`src/rtl/arbiter_4_2_rr.sv`:
```
// +----------------------------------------------------------------------------+
// | Module      : arbiter_4_2_rr                                               |
// | Description : 4-requester round-robin arbiter with registered binary grant |
// |               index and valid/ready handshake toward a 2-4 decoder stage.  |
// |               Define ARB_LOCK_EN to add the lock (priority hold) input.    |
// | Revision    : 1.0 - initial release                                        |
// +----------------------------------------------------------------------------+
`default_nettype none

module arbiter_4_2_rr #(
  parameter logic [1:0] START_PTR = 2'b00
) (
  input  logic       clk,
  input  logic       rst_n,
  input  logic [3:0] req,
  input  logic       grant_ready,
`ifdef ARB_LOCK_EN
  input  logic       lock,
`endif
  output logic       grant_valid,
  output logic [1:0] index
);

  typedef enum logic [0:0] {
    S_IDLE  = 1'b0,
    S_GRANT = 1'b1
  } state_t;

  state_t     r_state;
  logic [1:0] r_ptr;

  logic       w_handshake;
  logic       w_found;
  logic [1:0] w_next_ptr;
  logic [1:0] w_base;
  logic [1:0] w_win;
  logic [1:0] w_cand;
  logic       w_regrant;

  always_comb begin
    w_handshake = (r_state == S_GRANT) && grant_ready;
`ifdef ARB_LOCK_EN
    w_next_ptr  = lock ? r_ptr : index + 2'd1;
    w_regrant   = lock && req[index];
`else
    w_next_ptr  = index + 2'd1;
    w_regrant   = 1'b0;
`endif
    // On a handshake the search already starts from the pointer being written.
    w_base      = w_handshake ? w_next_ptr : r_ptr;
    w_found     = |req;
    w_win       = w_base;
    w_cand      = w_base;
    for (int k = 3; k >= 0; k--) begin
      w_cand = w_base + 2'(k);
      if (req[w_cand]) w_win = w_cand;
    end
    if (w_regrant) w_win = index;
  end

  always_ff @(posedge clk or negedge rst_n) begin
    if (!rst_n) begin
      r_state     <= S_IDLE;
      r_ptr       <= START_PTR;
      grant_valid <= 1'b0;
      index       <= 2'b00;
    end else begin
      case (r_state)
        S_IDLE: begin
          if (w_found) begin
            index       <= w_win;
            grant_valid <= 1'b1;
            r_state     <= S_GRANT;
          end
        end
        S_GRANT: begin
          // Without ready the grant is committed; req changes are ignored.
          if (grant_ready) begin
            r_ptr <= w_next_ptr;
            if (w_found) begin
              index <= w_win;
            end else begin
              grant_valid <= 1'b0;
              r_state     <= S_IDLE;
            end
          end
        end
        default: begin
          r_state     <= S_IDLE;
          grant_valid <= 1'b0;
        end
      endcase
    end
  end

endmodule

`default_nettype wire

```
`config.mk`:
```
export PLATFORM = sky130hd
export DESIGN_NAME = arbiter_4_2_rr
export DESIGN_NICKNAME = d
export VERILOG_FILES = /design/src/rtl/arbiter_4_2_rr.sv
export SDC_FILE = /design/constraint.sdc
export NUM_CORES = 1
export LEC_CHECK = 0
export CAP_MARGIN = 20
export CORE_AREA = 2 2 39 41
export DETAILED_ROUTE_END_ITERATION = 7
export DIE_AREA = 0 0 41 43
export DONT_BUFFER_PORTS = 1
export PLACE_DENSITY = 0.55
export SYNTH_ARGS = -nofsm -noshare
export SYNTH_HDL_FRONTEND = slang
export SYNTH_SLANG_ARGS = --single-unit
```
`constraint.sdc`:
```
create_clock -name clk -period 1.4 [get_ports clk]
set_input_delay 0 -clock clk [delete_from_list [all_inputs] [get_ports clk]]
set_output_delay 0 -clock clk [all_outputs]
set_load 0.005 [all_outputs]
```
==> results of run 1 <==
routing by layer:
| metal | vias up | global-route usage, % | part of all wire [%] |
|---|---|---|---|
| met5 | - | 0 | 0 |
| met4 | 0 | 6.00 | 1.8 |
| met3 | 4 | 6.28 | 4.9 |
| met2 | 10 | 23.4 | 49 |
| met1 | 218 | 21.8 | 44 |
| li1 | 229 | - | - |
timing repair:
action                                 CTS  global route
endpoints found under the hold margin    8             0
resized for setup                        7             2
buffers inserted                         1             1
setup endpoints to repair                2             2
pin swaps                                8             1
hold buffers                             6             0
cell usage in the layout (no fill, tap or decap), types with 3 or more instances in the layout:
cell | netlist | layout
dfrtp_2 | 0 | 3
a21oi_1 | 4 | 3
dfrtp_1 | 6 | 3
dlygate4sd3_1 | 0 | 6
clkbuf_4 | 0 | 3
nor2_1 | 3 | 3
inv_1 | 6 | 6
nand2_1 | 5 | 5
buf_4 | 0 | 9
layout make-up:
type	count	area [um^2]
Inverter	6	22.5
Multi-Input combinational cell	39	303
Clock buffer	3	22.5
Timing Repair Buffer	15	128
Fill cell	119	734
Tap cell	16	20.0
Sequential cell	6	154
power by group:
part	internal [mW]	switching (mW)	total, mW
logic	0.260	0.195	0.455
clock network	0.0972	0.0658	0.163
registers	0.231	0.0694	0.301
total	0.588	0.330	0.918
per-stage QoR:
step	setup TNS (ns)	cell area, um^2	util (%)
2_1_floorplan	0	457	-
3_5_place_dp	-0.155	518	37.4
3_3_place_gp	-0.191	518	37.4
6_report	-0.0524	649	46.9
5_1_grt	-0.147	649	46.9
4_1_cts	-0.0168	637	46.0
worst max path at each step:
| stage | to | cells past startpoint | slack [ns] | start |
|---|---|---|---|---|
| 3_5_place_dp | index[0] | 4 | -0.13 | index[0] |
| 5_1_grt | index[0] | 4 | -0.1 | index[1] |
| 3_3_place_gp | index[0] | 4 | -0.15 | index[0] |
| 6_report | index[0] | 4 | -0.03 | index[1] |
| 4_1_cts | index[0] | 4 | -0.01 | index[1] |
| 2_1_floorplan | index[1] | 5 | 0.007 | r_state |
logic make-up (layout without fill, tap and decap cells):
family / Yosys count / in the layout / share of synthesized area (%)
mux: 1 / 1 / 2.23
compound gates: 18 / 18 / 31.0
xor+xnor: 1 / 1 / 1.96
simple gates: 19 / 19 / 23.7
buf+inv: 7 / 24 / 7.54
flops: 6 / 6 / 33.5
worst register-to-register path: cells and delay by family (launching register included):
| family | cells | cell delay (ns) |
|---|---|---|
| xor+xnor | 1 | 0.21 |
| flops | 1 | 0.44 |
| compound gates | 3 | 0.67 |
sequential cells by signal, indices dropped and copies added, names as in the netlist:
register,flops
grant_valid,1
r_ptr,2
r_state,1
index,2
==> results.tsv, run 1 <==
stage	metric	value	unit
clock_network	# clock sinks	6	
setup_path	reg-to-reg slack, setup	-0.03	ns
drt	Total Routed Length	1.20	mm
logic_synthesis	Synth Net Count	59	
timing	unrepaired setup endpoints after global routing	true	
logic_synthesis	Post-synth top flop	dfrtp_1	
pwr	Pwr Total	0.918	mW
logic_synthesis	area leader, netlist	dfrtp_1	
setup_path	Critical Path AT	1.57	ns
timing	Slew @ Worst Pin	0.480	ns
logic_synthesis	FFs w/ async S/R, synth	100	%
pwr	LEAKAGE	0.288	nW
global_routing	total track usage	16.4	%
clock_network	TritonCTS clock tree	done	
setup_path	WP data required	1.54	ns
clock_network	Clk Tree Root Cell	clkbuf_4	
die	core outline area	1380	um^2
min_path	HP Start	grant_ready	
job	Max-Cap Viols	0	
timing	Setup violations, final	2	
setup_path	WS Path Type	reg -> reg	
global_routing	GR Overflow Total	0	
clock_network	Max H-tree Level	1	
die	Die W	41	um
global_routing	vias in the first global route	430	
die	Ports	10	
status	status	finished, violations left	
drt	WL/cell	14.1	um
finish	final cell count without fillers	85	
placed_design	number of port buffers	0	
finish	area delta synth->final	45.0	%
global_routing	antenna violations before repair	0	
setup_path	cell-by-cell trace of the critical path	xor2_2 -> a21oi_2 -> a221oi_2 -> o41ai_2	
min_path	Hold WC Path Type	in -> reg	
die	row cnt	14	
logic_synthesis	Post-Syn Area	448	um^2
logic_synthesis	register area share after synthesis	33.5	%
logic_synthesis	top-area cell type share of the netlist area	33.5	%
timing	min Tclk post-route	1.43	ns
setup_path	FF-to-FF Start	index[1]	
timing	Slew HR	67.7	%
placed_design	routability cong.	0.753	
finish	n_diodes	0	
logic_synthesis	Syn Inst Count	52	
setup_path	crit path max fanout	4	
timing	upper clock frequency limit	698	MHz
logic_synthesis	synth warn	0	
setup_path	Reg-to-Reg End	index[0]	
setup_path	CP top delay family	compound AO/OA/AOI/OAI gates	
drt	antenna viol nets, final	0	
die	starting density of the core	32.4	%
drt	total number of vias	461	
setup_path	Worst Reg2Reg Path Length in Cells	4	
placed_design	DP Cell Count	74	
pwr	worst vdd ir	650	uV
logic_synthesis	EDFF count, synth	0	
setup_path	Worst path slowest cell	dfrtp_2	
logic_synthesis	Mean Syn Cell Area	8.61	um^2
timing	final hold viol count	0	
drt	Initial DRC Count	7	
status	failing checks	setup timing	
clock_network	clk buf depth	2	
finish	share of layout cells above drive strength 1	37.7	%
global_routing	pin count of the biggest net entering global routing	9	
die	die height	43	um
setup_path	crit-path max cell delay	0.44	ns
min_path	hold worst-path end	r_ptr[0]	
timing	final hold slack	0.0357	ns
drt	drt first pass iters	4	
setup_path	CP bufs+invs	0	
placed_design	dpl ws	-0.128	ns
global_routing	first-pass GRT wire length	1.88	mm
clock_network	Skew-Pair Late Insertion Delay	0.25	ns
timing	Final Max Tran Viols	0	
setup_path	Worst setup EP type	flip-flop	
min_path	worst hold path depth	2	
logic_synthesis	unique cell type count in the Yosys netlist	30	
clock_network	CTS clk-pin slew, worst paths	0.05	ns
timing	part of the cycle the worst path needs	102	%
logic_synthesis	Synth area leaders	dfrtp_1, a221oi_1, inv_1	
timing	skew final	0.00655	ns
setup_path	CP startpoint kind	flip-flop	
timing	Worst Slack Setup Final	-0.0332	ns
logic_synthesis	Synth top cells by count	dfrtp_1, inv_1, nand2_1, a21oi_1	
logic_synthesis	Seq cells post-synth	6	
drt	via/cell ratio	5.42	
finish	final layout net count	78	
clock_network	Inserted Clock Buffers	3	
die	area of the die	1760	um^2
pwr	PwrDens	1410	nW/um^2
drt	drt drc	0	
placed_design	HPWL Detailed	838	um
Note: power is estimated with default switching activity, not from simulation.
==> run 2, diff against run 1 <==
Settings changed: BUFFER_PORTS_ARGS set to -buffer_cell sky130_fd_sc_hd__buf_2, DONT_BUFFER_PORTS 1 to not set, PLACE_DENSITY 0.55 to 0.62.
Clock period 1.4 ns to 1.3 ns, I/O delays scaled along.
==> run 2 against run 1 <==
The flow still finishes with violations (setup timing); clock-buffer cell count increased by 1; combinational power up 6.2%; fmax is 3.5% lower; critical path depth did not move; non-clock buffer count grew 3; first-iteration DRC count grew to 3.0 times the previous value; die area stayed put; critical path type unchanged.
==> results.tsv, run 2 (synthesis results as in run 1) <==
stage	metric	value	unit	change
status	failing checks	setup timing		unchanged
die	starting density of the core	32.4	%	unchanged
die	die height	43	um	unchanged
finish	final layout net count	81		was 78
finish	share of layout cells above drive strength 1	42.5	%	was 37.7%
die	core outline area	1380	um^2	unchanged
placed_design	routability cong.	0.752		was 0.753
clock_network	Skew-Pair Late Insertion Delay	0.25	ns	about the same
finish	area of the multi-input gates	294	um^2	was 303 um^2
clock_network	Max H-tree Level	1		unchanged
clock_network	TritonCTS clock tree	done		unchanged
finish	area delta synth->final	40.8	%	was 45.0%
timing	upper clock frequency limit	673	MHz	was 698 MHz
finish	n_diodes	0		unchanged
setup_path	WP data required	1.43	ns	was 1.54 ns
timing	final hold slack	0.0452	ns	was 0.0357 ns
timing	unrepaired setup endpoints after global routing	true		unchanged
setup_path	Worst path slowest cell	dfrtp_2		unchanged
global_routing	vias in the first global route	427		was 430
drt	total number of vias	474		was 461
setup_path	crit-path max cell delay	0.44	ns	about the same
clock_network	Inserted Clock Buffers	3		unchanged
timing	Setup violations, final	2		unchanged
die	Ports	10		unchanged
placed_design	number of port buffers	9		was 0
finish	register area	153	um^2	was 154 um^2
global_routing	GR Overflow Total	0		unchanged
drt	Initial DRC Count	21		was 7
drt	drt first pass iters	5		was 4
global_routing	pin count of the biggest net entering global routing	9		unchanged
setup_path	crit path max fanout	6		was 4
job	Max-Cap Viols	0		unchanged
finish	fill count	140		was 119
die	row cnt	14		unchanged
die	area of the die	1760	um^2	unchanged
setup_path	Worst setup EP type	flip-flop		unchanged
placed_design	HPWL Detailed	914	um	was 838 um
placed_design	DP Cell Count	82		was 74
clock_network	Clk Tree Root Cell	clkbuf_4		unchanged
setup_path	CP top delay family	compound AO/OA/AOI/OAI gates		unchanged
timing	part of the cycle the worst path needs	114	%	was 102%
finish	final core occ	45.6	%	was 46.9%
drt	via/cell ratio	5.33		was 5.42
setup_path	Critical Path AT	1.61	ns	was 1.57 ns
pwr	PwrDens	1550	nW/um^2	was 1410 nW/um^2
pwr	LEAKAGE	0.302	nW	was 0.288 nW
setup_path	CP startpoint kind	flip-flop		unchanged
global_routing	antenna violations before repair	0		unchanged
timing	Slew HR	70.2	%	was 67.7%
global_routing	total track usage	16.6	%	was 16.4%
finish	Largest regs	index (2), r_ptr (2)		unchanged
clock_network	CTS clk-pin slew, worst paths	0.05	ns	about the same
pwr	worst vdd ir	565	uV	was 650 uV
pwr	Pwr Total	0.979	mW	was 0.918 mW
drt	drt drc	0		unchanged
timing	skew final	0.00708	ns	was 0.00655 ns
min_path	Hold WC Path Type	in -> reg		unchanged
timing	Slew @ Worst Pin	0.442	ns	was 0.480 ns
setup_path	WS Path Type	reg -> reg		unchanged
drt	WL/cell	12.9	um	was 14.1 um
drt	antenna viol nets, final	0		unchanged
setup_path	CP bufs+invs	0		unchanged
placed_design	placed cell areas	578	um^2	was 518 um^2
finish	final cell count without fillers	89		was 85
global_routing	first-pass GRT wire length	1.88	mm	about the same
finish	most frequent cells in the layout	buf_2, buf_4, inv_1, nand2_1, dfrtp_1		was buf_4, inv_1, dlygate4sd3_1, nand2_1
timing	final hold viol count	0		unchanged
finish	post-route cell area	631	um^2	was 649 um^2
timing	Final Max Tran Viols	0		unchanged
finish	commonest non-fill, non-tap cell in the layout	buf_2		was buf_4
clock_network	# clock sinks	6		unchanged
status	status	finished, violations left		unchanged
die	Die W	41	um	unchanged
timing	min Tclk post-route	1.49	ns	was 1.43 ns
timing	Worst Slack Setup Final	-0.186	ns	was -0.0332 ns
drt	Total Routed Length	1.15	mm	was 1.20 mm
setup_path	reg-to-reg slack, setup	-0.19	ns	was -0.03 ns
setup_path	cell-by-cell trace of the critical path	and4b_1 -> a31oi_1 -> o221ai_1 -> o32a_1		was xor2_2 -> a21oi_2 -> a221oi_2 -> o41ai_2
clock_network	clk buf depth	2		unchanged
run 2: final timing paths:
check	startpoint	endpoint	depth (start not counted)
hold / removal	req[3]	r_state	3
min in group asynchronous	rst_n	r_ptr[0]	2
setup reg to reg	r_state	index[1]	4
setup / recovery	r_state	index[1]	4
hold reg to reg	grant_valid	grant_valid	2
max in group asynchronous	rst_n	r_state	2
run 2: where the power goes:
group          total [mW]  internal [mW]  switching, mW  leakage [nW]
logic               0.483          0.261          0.222         0.220
registers           0.309          0.247         0.0626        0.0672
clock network       0.187          0.116         0.0706        0.0150
run 2: per-layer routing:
layer | vias to the layer above | routed length, um | track usage (%)
met3 | 0 | 54 | 4.71
met1 | 219 | 464 | 20.0
met4 | 0 | 0 | 8.00
li1 | 238 | - | -
met2 | 17 | 631 | 25.6
met5 | - | 0 | 0
run 2: layout make-up:
| cell class | count | share of cell area (%) |
|---|---|---|
| Sequential cell | 6 | 24.2 |
| Inverter | 6 | 3.57 |
| Tap cell | 16 | 3.17 |
| Clock buffer | 4 | 4.17 |
| Multi-Input combinational cell | 39 | 46.6 |
| Timing Repair Buffer | 18 | 18.3 |
run 2: through the flow:
stage	worst slack (ns)	TNS, ns
after global placement	-0.183	-0.241
after CTS	-0.181	-0.265
after floorplan	-0.0462	-0.0563
after detailed placement	-0.195	-0.256
final	-0.186	-0.274
after global routing	-0.212	-0.349
run 2: repair_timing:
item                                    in CTS  in global routing
endpoints found under the hold margin        6                  0
pin swaps                                    1                  0
buffers inserted                             2                  0
endpoints found under the setup margin       2                  2
gates resized for setup                      1                  0
hold buffers                                 1                  0
run 2: tightest hold or removal path, delay by kind of cell:
kind                   cells  cell delay (ns)
buffers and inverters      1             0.12
AND/OR/NAND/NOR            2             0.14
